`config.mk`:
```
export PLATFORM = sky130hd
export DESIGN_NAME = count_enable_ctrl
export DESIGN_NICKNAME = d
export VERILOG_FILES = /design/src/rtl/count_enable_ctrl_pkg.sv /design/src/rtl/button_debounce.sv /design/src/rtl/count_enable_ctrl.sv
export SDC_FILE = /design/constraint.sdc
export NUM_CORES = 1
export LEC_CHECK = 0
export BUFFER_PORTS_ARGS = -buffer_cell sky130_fd_sc_hd__buf_2
export CAP_MARGIN = 15
export CORE_MARGIN = 8
export CORE_UTILIZATION = 30
export CTS_CLUSTER_DIAMETER = 100
export DETAILED_ROUTE_END_ITERATION = 7
export RECOVER_POWER = 25
export SETUP_SLACK_MARGIN = 0.2
export SLEW_MARGIN = 20
export SYNTH_ARGS = -nofsm -noshare
export SYNTH_HDL_FRONTEND = slang
export SYNTH_SLANG_ARGS = --single-unit
export TNS_END_PERCENT = 30
```
`constraint.sdc`:
```
create_clock -name clk -period 1.6 [get_ports clk]
set_input_delay 0.08 -clock clk [delete_from_list [all_inputs] [get_ports clk]]
set_output_delay 0.08 -clock clk [all_outputs]
set_load 0.05 [all_outputs]
```
`src/rtl/count_enable_ctrl_pkg.sv`:
```
// Shared definitions for the run-control stage that feeds the digit counter's enable.
// Holds the run/pause state encoding and the default timing constants.
package count_enable_ctrl_pkg;

    typedef enum logic {
        ST_STOPPED = 1'b0,
        ST_RUNNING = 1'b1
    } run_state_e;

    localparam int DEFAULT_DIV        = 50000;
    localparam int DEFAULT_DEB_CYCLES = 1000;

endpackage

```
`src/rtl/button_debounce.sv`:
```
// Raw push-button conditioner: 2-flop synchroniser, run-length debounce counter
// and a one-cycle press pulse issued alongside the debounced 0->1 transition.
module button_debounce
    import count_enable_ctrl_pkg::*;
#(
    parameter int DEB_CYCLES = DEFAULT_DEB_CYCLES,
    parameter int DEB_WIDTH  = 10
) (
    input  logic clk,
    input  logic reset_n,
    input  logic btn_raw,
    output logic level,
    output logic press
);

    logic [1:0]           sync_q;
    logic                 sample;
    logic                 level_q, level_d;
    logic                 press_q, press_d;
    logic [DEB_WIDTH-1:0] cnt_q, cnt_d;

    assign sample = sync_q[1];

    // A new level is accepted only after DEB_CYCLES consecutive differing samples.
    always_comb begin
        level_d = level_q;
        press_d = 1'b0;
        cnt_d   = '0;
        if (sample != level_q) begin
            if (cnt_q == DEB_WIDTH'(DEB_CYCLES - 1)) begin
                level_d = sample;
                press_d = sample;
            end else begin
                cnt_d = cnt_q + 1'b1;
            end
        end
    end

    always_ff @(posedge clk or negedge reset_n) begin
        if (!reset_n) begin
            sync_q  <= 2'b00;
            level_q <= 1'b0;
            press_q <= 1'b0;
            cnt_q   <= '0;
        end else begin
            sync_q  <= {sync_q[0], btn_raw};
            level_q <= level_d;
            press_q <= press_d;
            cnt_q   <= cnt_d;
        end
    end

    assign level = level_q;
    assign press = press_q;

endmodule

```
`src/rtl/count_enable_ctrl.sv`:
```
// Run/pause and single-step control producing the downstream counter's enable pulse.
// While running, a prescaler emits one enable every DIV cycles; pausing keeps its phase.
module count_enable_ctrl
    import count_enable_ctrl_pkg::*;
#(
    parameter int DIV        = DEFAULT_DIV,
    parameter int DIV_WIDTH  = 16,
    parameter int DEB_CYCLES = DEFAULT_DEB_CYCLES,
    parameter int DEB_WIDTH  = 10
) (
    input  logic clk,
    input  logic reset_n,
    input  logic btn_run,
    input  logic btn_step,
    output logic enable,
    output logic running
);

    logic run_evt, step_evt;
    logic unused_run_level, unused_step_level;

    run_state_e           state_q, state_d;
    logic [DIV_WIDTH-1:0] pre_q, pre_d;
    logic                 pre_at_top;
    logic                 enable_q, enable_d;
    logic                 running_q;

    button_debounce #(
        .DEB_CYCLES(DEB_CYCLES),
        .DEB_WIDTH (DEB_WIDTH)
    ) u_deb_run (
        .clk    (clk),
        .reset_n(reset_n),
        .btn_raw(btn_run),
        .level  (unused_run_level),
        .press  (run_evt)
    );

    button_debounce #(
        .DEB_CYCLES(DEB_CYCLES),
        .DEB_WIDTH (DEB_WIDTH)
    ) u_deb_step (
        .clk    (clk),
        .reset_n(reset_n),
        .btn_raw(btn_step),
        .level  (unused_step_level),
        .press  (step_evt)
    );

    assign pre_at_top = (pre_q == DIV_WIDTH'(DIV - 1));

    // A run press always wins over a simultaneous step press.
    always_comb begin
        state_d  = state_q;
        pre_d    = pre_q;
        enable_d = 1'b0;
        if (run_evt) begin
            state_d = (state_q == ST_RUNNING) ? ST_STOPPED : ST_RUNNING;
        end
        if (state_q == ST_RUNNING) begin
            pre_d    = pre_at_top ? '0 : pre_q + 1'b1;
            enable_d = pre_at_top;
        end else begin
            enable_d = step_evt && !run_evt;
        end
    end

    always_ff @(posedge clk or negedge reset_n) begin
        if (!reset_n) begin
            state_q   <= ST_STOPPED;
            pre_q     <= '0;
            enable_q  <= 1'b0;
            running_q <= 1'b0;
        end else begin
            state_q   <= state_d;
            pre_q     <= pre_d;
            enable_q  <= enable_d;
            running_q <= (state_d == ST_RUNNING);
        end
    end

    assign enable  = enable_q;
    assign running = running_q;

endmodule
```
==> results by group <==
Pwr
  • Gate power share: 0.048
  • Max rail drop VDD: between 500 and 600 uV
  • P_sw: about 440 uW
  • Power per cell area: ~750 nW/um^2
  • Leak: between 1 and 1.5 nW
  • Internal: between 1.5 and 2 mW
  • Flop pwr share: 0.594
  • Clock power frac: 0.358
  • Sw Ratio: 0.220

Logic synthesis
  • Most common cell in the netlist: dfrtp_1
  • Syn avg cell area: between 10 and 15 sq um
  • Count of cell types in the netlist: 31
  • Ys async rst share: 1.00
  • FF+latch count, synth: 46
  • Synth area leaders: dfrtp_1 (56%), xnor2_1 (8.5%), nor2_1 (4.9%)
  • Yosys top cell by area: dfrtp_1
  • Primary FF master, synth: dfrtp_1
  • Sequential element share of the synthesized area: 0.559
  • Mapped cell area: roughly 2100 sq um
  • Synthesized net count: 193
  • Post-synth EDFFs: 0
  • YS warnings: 0
  • Yosys top cell area share: 0.559
  • Post-synth top cells: dfrtp_1 (46), nor2_1 (27), xnor2_1 (20), nand2_1 (13), nand3_1 (13)
  • Mapped Cells: between 150 and 200

Floorplanning
  • Die width: between 90 and 100 um
  • Rows: 30
  • Die area: a little under 10000 sq um
  • Core region area: 6720 sq um
  • Initial core utilization: 0.307
  • Die height: 98.9 um
  • I/O pin cnt: 6

Worst setup path
  • CP required: ~1.8 ns
  • Critical-path top delay cell: or4_4
  • Element type at the critical path end: register
  • CP Launch Point: u_deb_step.cnt_q[7]
  • Critical path class: register to register
  • Critical path cell sequence: nand4_1 > or4_4 > mux2_2
  • Crit-path max FO: 4
  • Worst Path Arrival: 1.75 ns
  • Startpoint types: register
  • Max incr delay on CP: around 0.60 ns
  • R2r startpoint: u_deb_step.cnt_q[7]

Placement
  • Placement Cell Area: 2330 sq um
  • Gp weighted congestion: 0.752
  • DP Wirelength: between 2000 and 3000 um
  • Input/output buffers: 5
  • Pre-CTS setup slack: ~0.045 ns
  • Inst Count DP: between 200 and 300

Final layout
  • Fill count: ~640
  • Non-filler cells, final: between 300 and 400
  • Layout cells sized above 1: 0.317
  • Fin area: 2680 sq um
  • Final nets: 233
  • Sequential cell area: roughly 1200 sq um
  • Multi-input gate area: 1080 sq um
  • ANT cells: 0
  • Syn-to-layout area delta: 30.2%
  • Layout Utilization: 0.399

Drt
  • Antenna-violating nets left: 0
  • Via Count: about 1400
  • # DRC: 0
  • WL per Instance: around 12 um
  • DR vias/cell: approximately 4.7
  • Initial DRT Pass Iterations: 4
  • Initial DRC count: 41
  • Total Wirelength: around 3700 um

GRT
  • First-pass GRT wire length: 6440 um
  • Largest net degree at the start of global routing: 26
  • Tot GR Track Use: 0.0813
  • Vias in the first global route: roughly 1500
  • Initial antenna violation count: 0
  • Grt total ovfl: 0

STA
  • Hold Vio Cnt, Final: 0
  • Crit path time final: about 1.6 ns
  • Slew Limit Fails: 0
  • Setup Skew: ~0.0047 ns
  • Final setup margin: approximately 0.030 ns
  • Fmax: roughly 640 MHz
  • Final hold slack: ~0.33 ns
  • Slew Limit Headroom: 0.556
  • # setup viols final: 0
  • Unrepaired setup endpoints after global routing: true
  • Final worst-path cycle share: 0.981
  • Worst-margin pin slew: ~0.67 ns

Clock tree
  • Clock sinks: 46
  • CTS tree: yes
  • Clk slew on worst S/H paths: 0.08 ns
  • Clock buffer count from CTS: 5
  • Htree depth: 2
  • Max Root-Sink Buffers: 2
  • Worst-skew pair later-pin latency: roughly 0.29 ns
  • CTS root buf: clkbuf_8

Min path
  • Worst hold-check path type: primary input to async pin

Flow run
  • Max_cap viols: 0

Run status
  • Status: completed
[final cells by class]
class,instances,area share
sequential,46,0.430
multi-input combinational,136,0.403
timing repair buffer,34,0.0915
tap,80,0.0373
clock buffer,7,0.0322
inverter,3,0.00420
clock inverter,1,0.00187
[flip-flops by register name (all words and copies together), names as in the netlist]
register,flops
u_deb_run.sync_q,2
u_deb_run.cnt_q,10
u_deb_step.level,1
pre_q,16
u_deb_step.press,1
u_deb_run.level,1
u_deb_step.sync_q,2
enable,1
u_deb_run.press,1
u_deb_step.cnt_q,10
state_q,1
[path summary, 6_finish.rpt]
check                                           end  slack (ns)  cells past startpoint
worst max register to register     u_deb_step.level        0.03                      3
min in group clk                u_deb_run.sync_q[1]        0.35                      0
max in group asynchronous                   state_q        0.34                      3
worst max-delay path               u_deb_step.level        0.03                      3
worst min-delay path                       pre_q[1]        0.33                      2
worst min register to register  u_deb_run.sync_q[1]        0.35                      0
[worst max-delay path: cells and delay by family, from the launching register on]
family	cells	cell delay (ns)
and+or+nand+nor	2	0.75
DFF	1	0.40
muxes	1	0.30
[routing by layer]
layer  track usage  part of all wire  vias up
met2         0.130              0.48       14
met5             0                 0        -
li1              -                 -      720
met1        0.0945              0.46      707
met3        0.0303             0.037        6
met4        0.0354             0.017        0
[power groups by stage]
stage / Sequential (mW) / Combinational, mW / Clock (mW)
after floorplan: 1.21 / 0.0265 / 0
after global placement: 1.21 / 0.0637 / 0
after detailed placement: 1.21 / 0.0649 / 0
after CTS: 1.19 / 0.0748 / 0.761
after global routing: 1.20 / 0.112 / 0.815
final: 1.19 / 0.0964 / 0.719
[what timing repair did]
action                                  CTS  global route
hold buffers                              3             0
pin swaps                                 0            21
buffers inserted                          3             5
endpoints found under the setup margin   33            36
hold endpoints to repair                 23             0
resized for setup                         2            39
gates cloned                              0             0
[placed cells by master (no fill, tap or decap), types with 3 or more instances in the layout]
| cell | netlist | layout |
|---|---|---|
| xor2_1 | 10 | 10 |
| nor3_1 | 10 | 10 |
| clkbuf_1 | 0 | 3 |
| clkbuf_8 | 0 | 6 |
| nand4_1 | 8 | 8 |
| nor2_1 | 27 | 13 |
| buf_2 | 1 | 4 |
| dlygate4sd3_1 | 0 | 3 |
| nand3_1 | 13 | 12 |
| inv_1 | 3 | 3 |
| xnor2_1 | 20 | 20 |
| nor4_4 | 2 | 3 |
| buf_4 | 0 | 25 |
| nand2_1 | 13 | 9 |
| or4_4 | 1 | 3 |
| nor2_4 | 0 | 11 |
| nor2_2 | 0 | 3 |
| dfrtp_1 | 46 | 45 |
| nand2b_1 | 4 | 4 |
[logic make-up (layout without fill, tap and decap cells)]
family                   after synthesis  in the layout  share of synthesized area
AO/OA/AOI/OAI                          4              4                     0.0134
XOR/XNOR                              30             30                      0.128
adder cells (fa/ha/maj)                3              3                     0.0182
buffers and inverters                  4             45                    0.00790
flip-flops                            46             46                      0.559
multiplexers                           4              4                     0.0207
AND/OR/NAND/NOR                       95             95                      0.253
[through the flow]
stage | TNS (ns) | power (mW)
3_3_place_gp | 0 | 1.28
6_report | 0 | 2.01
4_1_cts | 0 | 2.03
5_1_grt | -0.0271 | 2.12
3_5_place_dp | 0 | 1.28
2_1_floorplan | 0 | 1.24
(Power assumes the default switching activity.)
